--- config.mk ---
export PLATFORM = sky130hd
export DESIGN_NAME = matvec_mac_engine
export DESIGN_NICKNAME = d
export VERILOG_FILES = /design/src/rtl/matvec_mac_engine.sv
export SDC_FILE = /design/constraint.sdc
export NUM_CORES = 2
export LEC_CHECK = 0
export ABC_AREA = 1
export CORE_UTILIZATION = 55
export CTS_CLUSTER_DIAMETER = 40
export CTS_CLUSTER_SIZE = 12
export DETAILED_ROUTE_END_ITERATION = 6
export DONT_BUFFER_PORTS = 1
export PLACE_DENSITY = 0.85
export SETUP_SLACK_MARGIN = 0.15
export SLEW_MARGIN = 20
export SYNTH_ARGS = -nofsm -noshare
export SYNTH_HDL_FRONTEND = slang
export SYNTH_SLANG_ARGS = --single-unit
--- constraint.sdc ---
create_clock -name clk -period 7.8 [get_ports clk]
set_clock_uncertainty 0.1 [all_clocks]
set_input_delay 2.34 -clock clk [delete_from_list [all_inputs] [get_ports clk]]
set_output_delay 2.34 -clock clk [all_outputs]
set_load 0.05 [all_outputs]
--- src/rtl/matvec_mac_engine.sv ---
`default_nettype none
// ============================================================================
// Module   : matvec_mac_engine
// Purpose  : Signed matrix-vector multiplier C = A*B. LANES MAC lanes each
//            own one row of a block; blocks of LANES rows run back to back.
//            Operands come from 1-cycle-latency RAM ports; each finished block
//            is parked in a drain buffer and written out one row per cycle
//            while the next block accumulates.
// Revision : 1.0  initial release
// ============================================================================
module matvec_mac_engine #(
  parameter int DIM   = 8,
  parameter int LANES = 8,
  parameter int DW    = 8,
  parameter int ACC_W = 2*DW + $clog2(DIM),
  localparam int NB   = DIM / LANES,
  localparam int AAW  = (NB*DIM > 1) ? $clog2(NB*DIM) : 1,
  localparam int VAW  = (DIM > 1) ? $clog2(DIM) : 1
) (
  input  logic                  clk,
  input  logic                  reset,
  input  logic                  start,
  input  logic                  relu_en,
  output logic                  busy,
  output logic                  done,
  output logic                  a_rd_en,
  output logic [AAW-1:0]        a_rd_addr,
  input  logic [LANES*DW-1:0]   a_rd_data,
  output logic [VAW-1:0]        b_rd_addr,
  input  logic [DW-1:0]         b_rd_data,
  output logic                  c_we,
  output logic [VAW-1:0]        c_addr,
  output logic [ACC_W-1:0]      c_wdata
);

  localparam int BW = (NB > 1) ? $clog2(NB) : 1;
  localparam int IW = (LANES > 1) ? $clog2(LANES) : 1;

  localparam logic [AAW-1:0] C_A_LAST    = AAW'(NB*DIM - 1);
  localparam logic [VAW-1:0] C_K_LAST    = VAW'(DIM - 1);
  localparam logic [BW-1:0]  C_B_LAST    = BW'(NB - 1);
  localparam logic [IW-1:0]  C_DREM_INIT = IW'(LANES - 1);

  typedef enum logic [1:0] {
    S_IDLE  = 2'd0,
    S_RUN   = 2'd1,
    S_FLUSH = 2'd2
  } state_t;

  state_t                    r_state;
  logic                      r_relu;

  // Read-data pipeline tag: which term k is arriving this cycle.
  logic                      r_v;
  logic [VAW-1:0]            r_vk;

  logic signed [ACC_W-1:0]   r_acc [LANES];
  logic signed [ACC_W-1:0]   r_buf [LANES];
  logic signed [ACC_W-1:0]   w_sum [LANES];

  logic [IW-1:0]             r_drem;   // rows still to write after the current one
  logic                      r_dlast;  // current drain belongs to the final block
  logic [BW-1:0]             r_cblk;   // blocks captured so far in this job

  logic signed [DW-1:0]      w_b;
  logic                      w_capture;
  logic                      w_drain_end;

  assign w_b         = b_rd_data;
  assign w_capture   = r_v && (r_vk == C_K_LAST);
  assign w_drain_end = c_we && (r_drem == '0) && r_dlast;

  // Negative results clamp to zero when the job was started in ReLU mode.
  function automatic logic [ACC_W-1:0] relu_fn(input logic en, input logic signed [ACC_W-1:0] v);
    return (en && v[ACC_W-1]) ? '0 : v;
  endfunction

  // Per-lane product and next accumulator value; term k=0 loads instead of adding.
  for (genvar gi = 0; gi < LANES; gi++) begin : g_lane
    logic signed [DW-1:0]     w_a;
    logic signed [2*DW-1:0]   w_prod;
    logic signed [ACC_W-1:0]  w_prod_ext;
    assign w_a        = a_rd_data[gi*DW +: DW];
    assign w_prod     = (2*DW)'(w_a) * (2*DW)'(w_b);
    assign w_prod_ext = ACC_W'(w_prod);
    assign w_sum[gi]  = (r_vk == '0) ? w_prod_ext : r_acc[gi] + w_prod_ext;
  end

  // Control FSM: issues one A/B read per cycle, then waits for the last drain.
  always_ff @(posedge clk) begin
    if (reset) begin
      r_state   <= S_IDLE;
      r_relu    <= 1'b0;
      busy      <= 1'b0;
      done      <= 1'b0;
      a_rd_en   <= 1'b0;
      a_rd_addr <= '0;
      b_rd_addr <= '0;
    end else begin
      done <= 1'b0;
      case (r_state)
        S_IDLE: begin
          if (start) begin
            r_state   <= S_RUN;
            r_relu    <= relu_en;
            busy      <= 1'b1;
            a_rd_en   <= 1'b1;
            a_rd_addr <= '0;
            b_rd_addr <= '0;
          end
        end
        S_RUN: begin
          // blk*DIM+k advances by exactly one per issue, so the A address is a plain counter.
          if (a_rd_addr == C_A_LAST) begin
            a_rd_en <= 1'b0;
            r_state <= S_FLUSH;
          end else begin
            a_rd_addr <= a_rd_addr + 1'b1;
            b_rd_addr <= (b_rd_addr == C_K_LAST) ? '0 : b_rd_addr + 1'b1;
          end
        end
        S_FLUSH: begin
          if (w_drain_end) begin
            r_state <= S_IDLE;
            busy    <= 1'b0;
            done    <= 1'b1;
          end
        end
        default: r_state <= S_IDLE;
      endcase
    end
  end

  // Track which term the read data arriving next cycle belongs to.
  always_ff @(posedge clk) begin
    if (reset) begin
      r_v  <= 1'b0;
      r_vk <= '0;
    end else begin
      r_v  <= a_rd_en;
      r_vk <= b_rd_addr;
    end
  end

  // Lane accumulators update whenever valid read data is present.
  always_ff @(posedge clk) begin
    if (reset) begin
      for (int i = 0; i < LANES; i++) r_acc[i] <= '0;
    end else if (r_v) begin
      for (int i = 0; i < LANES; i++) r_acc[i] <= w_sum[i];
    end
  end

  // Drain buffer: row 0 goes straight out at capture, the rest shift out one per cycle.
  always_ff @(posedge clk) begin
    if (reset) begin
      c_we    <= 1'b0;
      c_addr  <= '0;
      c_wdata <= '0;
      r_drem  <= '0;
      r_dlast <= 1'b0;
      r_cblk  <= '0;
      for (int i = 0; i < LANES; i++) r_buf[i] <= '0;
    end else if (w_capture) begin
      c_we    <= 1'b1;
      c_addr  <= (r_cblk == '0) ? '0 : c_addr + 1'b1;
      c_wdata <= relu_fn(r_relu, w_sum[0]);
      r_drem  <= C_DREM_INIT;
      r_dlast <= (r_cblk == C_B_LAST);
      r_cblk  <= r_cblk + 1'b1;
      for (int i = 0; i < LANES - 1; i++) r_buf[i] <= w_sum[i+1];
      r_buf[LANES-1] <= '0;
    end else begin
      if (c_we) begin
        if (r_drem == '0) begin
          c_we <= 1'b0;
        end else begin
          c_addr  <= c_addr + 1'b1;
          c_wdata <= relu_fn(r_relu, r_buf[0]);
          r_drem  <= r_drem - 1'b1;
          for (int i = 0; i < LANES - 1; i++) r_buf[i] <= r_buf[i+1];
          r_buf[LANES-1] <= '0;
        end
      end
      if (r_state == S_IDLE && start) r_cblk <= '0;
    end
  end

endmodule
`default_nettype wire

# After elaboration in Yosys (flattened, before gate mapping)
# Memory sizes are Yosys's and may differ from the RTL's.
# Index checks and enable logic that the tools add are counted.
[word_totals]
input_bits = 76
rom_bits = 0
output_inout_bits = 32
n_memories = 2
reg_bits = 44
wordCells = 170
latch_bits = 0
mem_bits_rw = 304
[op_classes]
div = 0
add_sub_neg = 13
n_eq_ne = 10
n_reduce_logical = 20
bitwise_logic = 26
mul = 8
n_shift = 0
n_mux = 76
order_cmp = 0
[mem_list]
columns = ["name", "words", "width", "rd", "rd_clocked_by_memory_dff", "write_ports", "line", "text"]
rows = [
  ["r_acc", 8, 19, 8, 0, 8, "57", "logic signed [ACC_W-1:0] r_acc [LANES];"],
  ["r_buf", 8, 19, 8, 0, 8, "58", "logic signed [ACC_W-1:0] r_buf [LANES];"],
]
[op_table]
columns = ["operator", "count"]
rows = [
  ["$mux 19", 37],
  ["$add 19x16->19", 8],
  ["$mul 8x8->16", 8],
  ["$mux 3", 11],
  ["$or 1x1->1", 24],
  ["$mux 1", 20],
  ["$pmux 3 s2", 2],
  ["$reduce_and 3->1", 4],
  ["$ne 2x2->1 const B", 5],
  ["$add 3x1->3 const B", 3],
  ["$eq 3x3->1 const B", 3],
  ["$reduce_bool 2->1", 4],
  ["$logic_and 1x1->1", 6],
  ["$logic_not 3->1", 2],
  ["$mux 2", 3],
  ["$pmux 2 s3", 1],
  ["$pmux 1 s2", 2],
  ["$reduce_and 2->1", 2],
  ["$sub 3x1->3 const B", 1],
  ["$eq 2x1->1 const B", 1],
  ["$eq 2x2->1 const B", 1],
  ["$logic_not 2->1", 1],
  ["$not 1->1", 2],
  ["$reduce_or 2->1", 1],
  ["$add 1x1->1 const B", 1],
]

# Logic depth before layout (Yosys ltp)
[logic_depth]
depth_word = 7
mapped_depth = 39

# Worst setup path before layout
# No wires, ideal clock.
[synth_path]
path_kind = "input -> register"
start = "input port b_rd_data[0]"
end = "memory r_acc[1][75] in the netlist's numbering (data pin)"
path_buffers = 3
cell_stages = 30
slack_ns = -0.291
t_arrival_ns = 7.722
required_time_ns = 7.432
path_cell_list = "clkbuf_1 > clkbuf_1 > buf_1 > nand2_1 > inv_1 > ha_1 > fa_1 > inv_1 > fa_1 > inv_1 > fa_1 > ha_1 > inv_1 > o21ai_0 > a21oi_1 > inv_1 > nand2_1 > o2111ai_1 > xnor2_1 > ha_1 > nand2_1 > inv_1 > nand3_1 > inv_1 > a21oi_1 > nand3_1 > or2_2 > nand3_1 > xor2_1 > nor2_1"
[synth_rtl]
columns = ["element", "line", "text"]
rows = [
  ["from (decl)", "30", "input logic [DW-1:0] b_rd_data,"],
  ["to (decl)", "57", ""],
]

==> impl_metrics.ini <==
[timing]
worst_slew_pin_slew_ns = 1.11
rsz0062_at_grt = yes
fin_hold_ws_ns = 0.362
min_period_ns = 7.54
setup_viol = 0
setup_tns_ns = 0
fin_crit_sh = 0.966
max-slew-margin-rel = 0.260
fmax_ghz = 0.133
finalHoldViolations = 0
drv_slew = 0

[grt]
grt_first_pass_wirelength_um = 195000
grt_usage = 0.307
grt_pass1_vias = 40500
antenna_found_initial = 2
grt_max_degree = 79
gr-total-overflow = 0

[critical_path]
criticalPathCategory = primary input to flop
cpMostUsedCell = nand2_1
r2r_cells = 10
r2r_start = r_vk[0]
crit_path_max_incr_delay_ns = 0.50
slowest_stage = fa_1
r2r-end = r_buf[0][30]
crit_path_end_kind = flop
worst-endpoint-required_ns = 8.07
r2r_slack_ns = 4.13
startpoint = b_rd_data[7]
start_kind = primary input
cp.arrival_ns = 7.81
worstSetupEndpoint = r_buf[1][18]
worstPathMaxFanout = 9

[synthesis]
yosysUniqueCellTypes = 56
ys.flop_type = edfxtp_1
ys_ff_latch = 329
netlist_area_mm2 = 0.0433
synth_edf_count = 285
ys_seq_area_frac = 0.218
synth_fp_nets = 6628
ys_warn_count = 0
syn_area_per_cell_um2 = 7.58
syn_inst = 5720
async_reset_ff_frac = 0

[detailed_routing]
ant_nets = 0
drc_errors = 0
routedWlPerCell_um = 17.3
vias = 38400
dr.first_iter.drc_count = 2605
vias_per_cell = 5.48
drt_wl_total_um = 121000
dr.pass1.iters = 6

[hold_path]
min_from = r_drem[0]
hold_class = flop to flop

[outcome]
status = finished clean

[clocking]
insertion_delay_ns = 0.62
htree_levels = 2
cts_hold_buffers = 0
cts_made_buffers = 56
cts.clk_slew.worst_paths_ns = 0.06
tritoncts = built
clock-sinks = 329
cts-root-buf = clkbuf_16
clockBufferDepth = 3

[floorplan]
rows = 102
dieHeight_um = 283
fp.dieW_um = 283
die_area_mm2 = 0.0799
start_util = 0.558
io-pin-count = 108
core-area_mm2 = 0.0777

[layout]
drive_above_1_share = 0.114
final_nets = 6827
stdcell_area_mm2 = 0.0492
syn_to_final_growth_pct = 13.4

[place]
portBuffers = 0
place_area_mm2 = 0.0466
dp_hpwl_um = 91800
gp_congestion = 0.949

[job]
cap_violations = 0
-- final cells by class --
cell class | instances | area (um^2)
multi-input cells | 3797 | 28700
fillers | 6175 | 28500
flip-flops and latches | 329 | 9440
inverters | 1386 | 5210
repair buffers | 349 | 2660
clock buffers | 61 | 1470
well taps | 1040 | 1300
clock inverters | 41 | 388
diodes | 1 | 2.50
-- registers in the layout, indices dropped and copies added, names as in the netlist --
signal / flops
c_wdata: 19
c_addr: 3
r_drem: 3
c_we: 1
a_rd_addr: 3
r_cblk: 1
r_dlast: 1
done: 1
busy: 1
r_relu: 1
r_v: 1
r_buf: 133
r_acc: 152
b_rd_addr: 3
r_vk: 3
r_state: 2
a_rd_en: 1
-- timing repair --
item / CTS / global route
setup buffers: 0 / 2
resized for setup: 0 / 132
setup endpoints to repair: 0 / 87
-- per-stage QoR --
stage,setup WS [ns],util,instances
floorplan,0.137,-,5720
global placement,-0.348,0.600,6898
detailed placement,-0.465,0.600,6898
CTS,0.158,0.624,7000
global route,0.000864,0.633,7003
finish,0.262,0.633,7004
-- Yosys cell counts (22+ instances only) --
cell type,number,area share
xnor2_1,65,0.013
or2_2,50,0.0072
nand2_1,1259,0.11
nor2_1,375,0.032
nand3_1,251,0.029
o21ai_0,252,0.029
dfxtp_1,44,0.020
fa_1,448,0.21
inv_1,1375,0.12
nor3_1,34,0.0039
clkbuf_2,31,0.0036
clkbuf_1,129,0.011
edfxtp_1,285,0.20
buf_1,22,0.0019
nand4_1,36,0.0052
o211ai_1,24,0.0042
ha_1,384,0.11
buf_2,25,0.0029
xor2_1,79,0.016
a21oi_1,326,0.038
-- worst min-delay path by stage --
stage,endpoint,cells after the start
after floorplan,r_drem[0],1
after detailed placement,r_drem[0],1
final,r_drem[0],1
after CTS,r_drem[0],1
after global routing,r_dlast,2
after global placement,r_drem[0],1
-- logic make-up after synthesis --
group,synth area share
simple gates,0.197
buf+inv,0.140
xor+xnor,0.0291
mux,0.000924
fa+ha+maj,0.318
flops,0.218
compound gates,0.0974
-- cells in the final DEF, fill, tap and decap left out, types with 9 or more instances in the layout --
cell / n
o31ai_1: 9
dfxtp_1: 44
ha_4: 32
nor2_1: 366
nand3_2: 18
nor3_1: 14
buf_4: 346
a21oi_2: 35
fa_1: 446
inv_8: 15
o21ai_0: 231
ha_1: 351
nand2_1: 1245
o21ai_1: 38
a21o_1: 20
a21oi_1: 302
inv_6: 9
nand2_2: 17
nand3_1: 246
a32o_1: 19
inv_2: 13
xnor2_1: 62
or2_2: 49
a31oi_1: 18
edfxtp_1: 285
o21bai_1: 20
xor2_1: 77
clkbuf_16: 58
inv_1: 1369
nor3_2: 18
nand4_1: 36
o211ai_1: 24
nor2_2: 13
-- per-layer routing --
layer	GRT usage	routed length, um	share of wire	up-vias
li1	-	-	-	18100
met1	0.331	43800	0.36	18300
met2	0.559	61000	0.50	1514
met3	0.0474	8270	0.068	462
met4	0.196	8090	0.067	4
met5	0	25	0.00021	-
-- worst max-delay path: cells and delay by family --
| family | cells | cell delay [ns] |
|---|---|---|
| AOI/OAI and AO/OA | 1 | 0.13 |
| and+or+nand+nor | 19 | 2.31 |
| buffers and inverters | 7 | 0.61 |
| adders and majority gates | 6 | 2.41 |
Power is not shown: default switching activity piles up to over one toggle a cycle in this logic, so the estimate is an artifact.
